## src/rtl/npu_csr_energy_responder.sv

```systemverilog
// CSR target for the NPU top level: 64-bit energy accumulator with coherent
// LO/HI readout, sticky status register and DVFS utilization thresholds.
//
// state   | meaning
// IDLE    | waiting for csr_valid; request fields captured on acceptance
// RESP    | access performed; ready/rdata registered for the next cycle
// RELEASE | completion issued; waiting for the initiator to drop csr_valid
module npu_csr_energy_responder #(
  parameter int          ENERGY_INC_W  = 16,
  parameter logic [6:0]  UTIL_HIGH_RST = 7'd85,
  parameter logic [6:0]  UTIL_LOW_RST  = 7'd40,
  parameter logic [31:0] BLOCK_ID      = 32'h4E45_0E01
) (
  input  logic                    clk,
  input  logic                    reset,
  input  logic                    csr_valid,
  input  logic                    csr_write,
  input  logic [7:0]              csr_addr,
  input  logic [31:0]             csr_wdata,
  output logic [31:0]             csr_rdata,
  output logic                    csr_ready,
  input  logic [ENERGY_INC_W-1:0] energy_inc,
  output logic [6:0]              util_high_pct,
  output logic [6:0]              util_low_pct,
  output logic                    thresh_update
);

  typedef enum logic [1:0] {IDLE, RESP, RELEASE} state_t;

  localparam logic [7:0] A_ID   = 8'h00;
  localparam logic [7:0] A_LO   = 8'h60;
  localparam logic [7:0] A_HI   = 8'h64;
  localparam logic [7:0] A_CTRL = 8'h68;
  localparam logic [7:0] A_STAT = 8'h6C;
  localparam logic [7:0] A_UH   = 8'hA0;
  localparam logic [7:0] A_UL   = 8'hA4;

  state_t      state, state_nxt;
  logic [7:2]  addr_q;
  logic        write_q;
  logic [31:0] wdata_q;
  logic [63:0] energy;
  logic [31:0] hi_shadow;
  logic [3:0]  status;
  logic [64:0] energy_sum;
  logic [7:0]  word;
  logic [31:0] rd_val;
  logic [6:0]  thr_val;
  logic [3:0]  status_set;
  logic        access, rd_en, wr_en, rd_mapped, wr_ok;
  logic        clr_energy, thr_clamp, thr_hit, sat;

  assign word       = {addr_q, 2'b00};
  assign energy_sum = {1'b0, energy} + {{(65-ENERGY_INC_W){1'b0}}, energy_inc};
  assign rd_en      = access & ~write_q;
  assign wr_en      = access & write_q;
  assign clr_energy = wr_en & (word == A_CTRL) & wdata_q[0];
  assign thr_hit    = (word == A_UH) | (word == A_UL);
  assign thr_clamp  = wdata_q > 32'd100;
  assign thr_val    = thr_clamp ? 7'd100 : wdata_q[6:0];
  // a clear in the same cycle discards the increment, so it cannot saturate
  assign sat        = energy_sum[64] & ~clr_energy;
  assign status_set = {rd_en & ~rd_mapped, wr_en & thr_hit & thr_clamp,
                       wr_en & ~wr_ok, sat};

  always_comb begin
    state_nxt = state;
    access    = 1'b0;
    case (state)
      IDLE:    if (csr_valid) state_nxt = RESP;
      RESP: begin
        access    = 1'b1;
        state_nxt = RELEASE;
      end
      RELEASE: if (!csr_valid) state_nxt = IDLE;
      default: state_nxt = IDLE;
    endcase
  end

  always_comb begin
    rd_val    = '0;
    rd_mapped = 1'b1;
    wr_ok     = 1'b0;
    case (word)
      A_ID:   rd_val = BLOCK_ID;
      A_LO:   rd_val = energy[31:0];
      A_HI:   rd_val = hi_shadow;
      A_CTRL: wr_ok  = 1'b1;
      A_STAT: begin
        rd_val = {28'd0, status};
        wr_ok  = 1'b1;
      end
      A_UH: begin
        rd_val = {25'd0, util_high_pct};
        wr_ok  = 1'b1;
      end
      A_UL: begin
        rd_val = {25'd0, util_low_pct};
        wr_ok  = 1'b1;
      end
      default: rd_mapped = 1'b0;
    endcase
  end

  always_ff @(posedge clk or posedge reset) begin
    if (reset) begin
      state         <= IDLE;
      addr_q        <= '0;
      write_q       <= 1'b0;
      wdata_q       <= '0;
      csr_ready     <= 1'b0;
      csr_rdata     <= '0;
      thresh_update <= 1'b0;
      energy        <= '0;
      hi_shadow     <= '0;
      status        <= '0;
      util_high_pct <= UTIL_HIGH_RST;
      util_low_pct  <= UTIL_LOW_RST;
    end else begin
      state <= state_nxt;
      if (state == IDLE && csr_valid) begin
        addr_q  <= csr_addr[7:2];
        write_q <= csr_write;
        wdata_q <= csr_wdata;
      end
      csr_ready     <= access;
      csr_rdata     <= rd_en ? rd_val : 32'd0;
      thresh_update <= wr_en & thr_hit;

      if (clr_energy)          energy <= '0;
      else if (energy_sum[64]) energy <= '1;
      else                     energy <= energy_sum[63:0];

      // LO read freezes the upper word so a following HI read is coherent
      if (clr_energy)                  hi_shadow <= '0;
      else if (rd_en && word == A_LO)  hi_shadow <= energy[63:32];

      if (wr_en && word == A_STAT) status <= (status & ~wdata_q[3:0]) | status_set;
      else                         status <= status | status_set;

      if (wr_en && word == A_UH) util_high_pct <= thr_val;
      if (wr_en && word == A_UL) util_low_pct  <= thr_val;
    end
  end

endmodule

```

## config.mk

```make
export PLATFORM = sky130hd
export DESIGN_NAME = npu_csr_energy_responder
export DESIGN_NICKNAME = d
export VERILOG_FILES = /design/src/rtl/npu_csr_energy_responder.sv
export SDC_FILE = /design/constraint.sdc
export NUM_CORES = 1
export LEC_CHECK = 0
export CAP_MARGIN = 20
export CORE_ASPECT_RATIO = 0.6
export CORE_MARGIN = 10
export CORE_UTILIZATION = 50
export CTS_CLUSTER_SIZE = 24
export DETAILED_ROUTE_END_ITERATION = 7
export MAX_ROUTING_LAYER = met4
export PLACE_DENSITY = 0.73
export SYNTH_ARGS = -nofsm -noshare
export SYNTH_HDL_FRONTEND = slang
export SYNTH_SLANG_ARGS = --single-unit
```

## constraint.sdc

```tcl
create_clock -name clk -period 6.56 [get_ports clk]
set_input_delay 0.984 -clock clk [delete_from_list [all_inputs] [get_ports clk]]
set_output_delay 0.984 -clock clk [all_outputs]
set_load 0.03 [all_outputs]
```

==> metrics.txt <==
first-pass GRT wire length=between 30000 and 40000 µm; P&R area growth vs syn=20.6%; vias in the first global route=a little under 7000; fmax=229 MHz; Yosys cell types=67; status=completed; gr ovfl total=0; final non-filler cell total=1198; antenna viol nets, final=0; Area contributors post-synth=dfrtp_1 (51%), a21oi_1 (7.2%), nand2_1 (5.4%), mux2_2 (4.9%), xnor2_1 (2.7%); area leader, netlist=dfrtp_1; Final setup viols=0; synthesized instance count=861; HPWL Detailed=16000 µm; DIE HEIGHT=123 µm; Compound-Gate Fraction of Synth Area=0.175; DR WL/cell=19.6 µm; Bufs on Longest Clock Path=2; synthesized-area fraction occupied by adder cells=0.0247; I/O pin count=around 110; largest family of logic cells by synthesized area=compound AO/OA/AOI/OAI gates; ratio of cells with drive above 1 in the final layout=0.112; Layout Nets=~1000; largest net degree at the start of global routing=141; TritonCTS clock tree=yes; final setup TNS=0 ns; Syn Std Cell Area=8920 µm²; clk slew on worst S/H paths=around 0.070 ns; CP arrival=4.63 ns; clock root buffer master=clkbuf_16; Final Skew=~0.015 ns; Most used DFF post-synth=dfrtp_1; Tcrit/Tclk final=0.667; Inst Count DP=between 1000 and 1500; Switching Fraction=0.345; Seq cells post-synth=189; post-synth top area share=0.513; vias=7086; Starting DRT DRC Count=between 700 and 800; Setup Fix Bufs, Post-CTS=0; post-synthesis xor/xnor area fraction=0.0501; Worst setup EP type=flop; Worst Hold Class=flop to flop; total track usage=0.207; Final Max Tran Viols=0; Max-Cap Viols=0; Combinational Power Share=0.294; final-layout fill cell count=1476; core area=between 15000 and 20000 µm²; Final Hold Viols=0; leakage power=0.00447 µW; Pwr Density=345 nW/µm²; clk sinks=189; die footprint=23800 µm²; # hold bufs at CTS=0; mux share of post-synthesis cell area=0.0492; Synth async-reset ratio=1.00; ant diodes=0; Die Wd=192 µm; Period minus WS final=4.37 ns; Clock Power Share=0.271; Seq/Total Area, Yosys=0.531; DRT Pass-1 Iters=6; Mean Syn Cell Area=between 10 and 15 µm²; H-tree depth=4; DRC violations left=0; slew margin rel.=0.297; Post-Route WL=23500 µm; Placement Rows=37; maximum VDD drop=0.171 mV; Starting Density=0.515; actual slew at the worst max-slew pin=1.05 ns; syn nets=between 900 and 1000; vias per cell=5.91; TritonCTS buffer count=17; sequential share of power=0.435; Post-synth EDFFs=0; internal power=about 2400 µW; Crit path required time=6.82 ns; Crit Path Category=primary input to flop; P_sw=between 1000 and 1500 µW; element type at the critical path start=primary input; RSZ-0062 raised after global routing=false; Routability Congestion=around 0.89; CP max FO=40; port bufs=105; initial antenna violation count=0; post-cts sizing count=0; Simple-Gate Fraction of Synth Area=0.144; Synth Warn #=0; Clock Latency Late Sink=0.44 ns
final cells by class:
type / instances / area [µm²] / share of cell area
Sequential cell: 189 / 4740 / 0.440
Timing Repair Buffer: 119 / 1160 / 0.107
Clock buffer: 19 / 443 / 0.0412
Inverter: 7 / 33.8 / 0.00314
Multi-Input combinational cell: 617 / 3970 / 0.369
Tap cell: 234 / 293 / 0.0272
Clock inverter: 13 / 124 / 0.0115
power groups by stage:
stage	Clock (µW)	Combinational [µW]	Sequential, µW
after floorplan	0	787	1600
after global placement	0	1040	1620
after detailed placement	0	1070	1630
after CTS	1020	1090	1610
after global routing	1070	1200	1640
final	1010	1090	1610
logic make-up (layout without fill, tap and decap cells):
group / Yosys count / after routing
adder cells (fa/ha/maj): 17 / 17
AND/OR/NAND/NOR: 263 / 263
multiplexers: 39 / 39
flip-flops: 189 / 189
XOR/XNOR: 51 / 51
buffers and inverters: 55 / 158
AO/OA/AOI/OAI: 247 / 247
critical path: stages:
cell and delay [ns]:
clkdlybuf4s50_1 0.41, ha_1 0.22, fa_1 0.45, a211oi_1 0.28, o21ai_1 0.22, o22ai_1 0.51, a211oi_2 0.15, buf_4 0.23
nand4_2 0.47, buf_4 0.53, a21oi_1 0.14
cells in the mapped netlist, types with 7 or more instances:
| cell type | instances |
|---|---|
| a22oi_1 | 14 |
| xnor2_1 | 28 |
| a22o_1 | 16 |
| nand4_1 | 9 |
| nand3_1 | 20 |
| nor4_1 | 11 |
| nand2_1 | 128 |
| and3_1 | 19 |
| nor3_1 | 16 |
| a21oi_1 | 129 |
| o21ai_0 | 21 |
| mux2_2 | 39 |
| nand2b_1 | 7 |
| xor2_1 | 23 |
| dfrtp_1 | 183 |
| inv_1 | 7 |
| a222oi_1 | 7 |
| clkbuf_1 | 39 |
| ha_1 | 16 |
| a211oi_1 | 10 |
| nor2_1 | 24 |
| a21o_1 | 7 |
flip-flops by register name, summed over array words and instances (netlist names), 2 cells and up:
name,count
hi_shadow,32
addr_q,6
util_high_pct,7
status,4
energy,64
util_low_pct,7
wdata_q,32
state,2
csr_rdata,32
path summary, 6_finish.rpt:
path,to,slack [ns],cells past startpoint,start
setup reg to reg,energy[54]$_DFF_PP0_,2.78,10,energy[0]$_DFF_PP0_
hold reg to reg,csr_rdata[28]$_DFF_PP0_,0.49,1,hi_shadow[28]$_DFFE_PP0P_
hold / removal,csr_rdata[28]$_DFF_PP0_,0.49,1,hi_shadow[28]$_DFFE_PP0P_
min in group asynchronous,thresh_update$_DFF_PP0_,1.07,2,reset
max in group asynchronous,addr_q[3]$_DFFE_PP0P_,4.30,3,reset
setup / recovery,energy[54]$_DFF_PP0_,2.19,11,energy_inc[0]
layer usage:
metal | global-route usage | vias up | wire length, µm
met3 | 0.0534 | 22 | 1930
li1 | - | 3313 | -
met1 | 0.311 | 3492 | 11700
met4 | 0.0366 | 0 | 225
met5 | - | - | 0
met2 | 0.273 | 259 | 9640
layout by cell type, fill, tap and decap left out, types with 20 or more instances in the layout:
cell             synthesis  layout
nand3_1                 20      20
o21ai_0                 21      21
nand2_1                128     128
dfrtp_1                183     183
mux2_2                  39      39
xnor2_1                 28      28
clkdlybuf4s50_1          0     105
nor2_1                  24      24
a21oi_1                129     129
xor2_1                  23      23
through the flow:
| stage | area (µm²) | worst slack [ns] | total power [µW] | hold slack (ns) | util |
|---|---|---|---|---|---|
| detailed placement | 10200 | 1.84 | 2700 | 0.477 | 0.588 |
| global route | 10800 | 1.94 | 3920 | 0.515 | 0.621 |
| CTS | 10800 | 2.26 | 3710 | 0.495 | 0.621 |
| finish | 10800 | 2.19 | 3710 | 0.493 | 0.621 |
| floorplan | 8920 | 0.444 | 2390 | 0.448 | - |
| global placement | 10200 | 1.88 | 2660 | 0.470 | 0.588 |
Note: power is estimated with default switching activity, not from simulation.
==> RTL edit, RTL diff (same flow settings) <==
Change the parameter `ENERGY_INC_W` from 16 to 18.
--- a/src/rtl/npu_csr_energy_responder.sv
+++ b/src/rtl/npu_csr_energy_responder.sv
@@ -8,3 +8,3 @@
 module npu_csr_energy_responder #(
-  parameter int          ENERGY_INC_W  = 16,
+  parameter int          ENERGY_INC_W  = 18,
   parameter logic [6:0]  UTIL_HIGH_RST = 7'd85,
Interface: changed (resized energy_inc); port bits go from 108 to 110. No check against the original RTL was run, so the function may have changed too.
==> RTL edit against the unedited design <==
Core utilization fell by 0.97 points; sequential share of layout area fell by 1.1 points; fmax rose by 11%; power rose by 7.3%; final area rose by 2.4%; largest power group unchanged; critical path depth rose by 1; count of clock-buffer cells in the layout did not move; setup slack improved by 0.45 ns; routed wire length rose by 10%; sequential cell count did not move; non-clock buffer count rose by 2; area after synthesis rose by 2.5%.
==> RTL edit: results (changes against the unedited design) <==
| Metric | Value |
|---|---|
| M2 GR Usage | `26.3% (was 27.3%)` |
| Netlist cell types | `57 (was 67)` |
| Detailed placer's ending HPWL | `18.5 mm (was 16.0 mm)` |
| Synthesized instance count | `905 (was 861)` |
| Total Power | `3990 uW (was 3710 uW)` |
| Met1 usage | `33.9% (was 31.1%)` |
| Worst Path Arrival | `4.21 ns (was 4.63 ns)` |
| Vias in the first global route | `6,996 (was 6,728)` |
| Total Routed Length | `25.9 mm (was 23.5 mm)` |
| Delay-heaviest family, CP | `buffers and inverters (was compound AO/OA/AOI/OAI gates)` |
| FF-to-FF Start | `energy[22]$_DFF_PP0_ (was energy[0]$_DFF_PP0_)` |
| Worst Skew | `0.00932 ns (was 0.0147 ns)` |
| Synth top cells by count | `dfrtp_1 (183), a21oi_1 (127), nand2_1 (124) (was dfrtp_1 (183), a21oi_1 (129), nand2_1 (128))` |
| Place WS | `2.25 ns (was 1.84 ns)` |
| First-pass GRT wire length | `40.8 mm (was 37.8 mm)` |
| Layout Nets | `1,069 (was 1,028)` |
| Largest net degree at the start of global routing | `133 (was 141)` |
| Met3 usage | `6.05% (was 5.34%)` |
| Top cells by area, synth | `dfrtp_1 (50%), a21oi_1 (7.0%), nand2_1 (5.1%) (was dfrtp_1 (51%), a21oi_1 (7.2%), nand2_1 (5.4%))` |
| P_comb | `1250 uW (was 1090 uW)` |
| Cells after DPL | `1,209 (was 1,166)` |
| Sw Share | `35.3% (was 34.5%)` |
| Worst r2r dst | `energy[12]$_DFF_PP0_ (was energy[54]$_DFF_PP0_)` |
| Hold path endpoint | `status[0]$_DFF_PP0_ (was csr_rdata[28]$_DFF_PP0_)` |
| M1 WL | `13.0 mm (was 11.7 mm)` |
| HP Start | `status[0]$_DFF_PP0_ (was hi_shadow[28]$_DFFE_PP0P_)` |
| Register-to-Register Path Depth | `9 (was 10)` |
| Largest register by flop count | `energy (unchanged)` |
| All-Layer GR Usage | `21.6% (was 20.7%)` |
| FF-to-FF setup slack | `3.20 ns (was 2.78 ns)` |
| Maximum vdd ir drop | `0.199 mV (was 0.171 mV)` |
| Worst Hold Path Cells | `2 (was 1)` |
| Worst Tran Pin Value | `0.927 ns (was 1.05 ns)` |
| Syn Nets | `986 (was 938)` |
| Drt wl/cell | `20.9 um (was 19.6 um)` |
| Placed cell area | `0.0104 mm2 (was 0.0102 mm2)` |
| Register area share after synthesis | `51.8% (was 53.1%)` |
| Share of layout cells above drive strength 1 | `10.2% (was 11.2%)` |
| IO Port Bufs | `107 (was 105)` |
| Slowest Stage Delay on Critical Path | `0.49 ns (was 0.53 ns)` |
| Final hold slack | `0.498 ns (was 0.493 ns)` |
| Seq pwr share | `41.7% (was 43.5%)` |
| Drt pass-1 iters | `5 (was 6)` |
| Status | `completed (unchanged)` |
| # fillers | `1,494 (was 1,476)` |
| DR vias/cell | `6.05 (was 5.91)` |
| Final Cycle Share | `59.8% (was 66.7%)` |
| First DRT Iteration DRCs | `882 (was 773)` |
## RTL edit: cell types whose count changed after synthesis, sizes merged, moves of 6 or more
cell,unedited run,this run
xor2,23,13
nand4,11,22
or4,0,8
nor4,13,24
xnor2,28,40
o21ai,23,29
and3,19,10
## RTL edit: cell families (layout without fill, tap and decap cells)
family | after synthesis | after routing | synth area share, %
AOI/OAI and AO/OA | 242 | 242 | 16.2
and+or+nand+nor | 300 | 300 | 16.5
DFF | 189 | 189 | 51.8
buffers and inverters | 63 | 158 | 2.88
adders and majority gates | 19 | 19 | 2.68
xor gates and xnor gates | 53 | 53 | 5.08
muxes | 39 | 39 | 4.81
## RTL edit: final cells by class
cell class,instances,area (um2),share of cell area (%)
clock buffers,19,443,4.02
clock inverters,12,161,1.46
inverters,6,30.0,0.273
multi-input cells,653,4170,37.8
flip-flops and latches,189,4740,43.0
well taps,240,300,2.73
repair buffers,121,1180,10.7
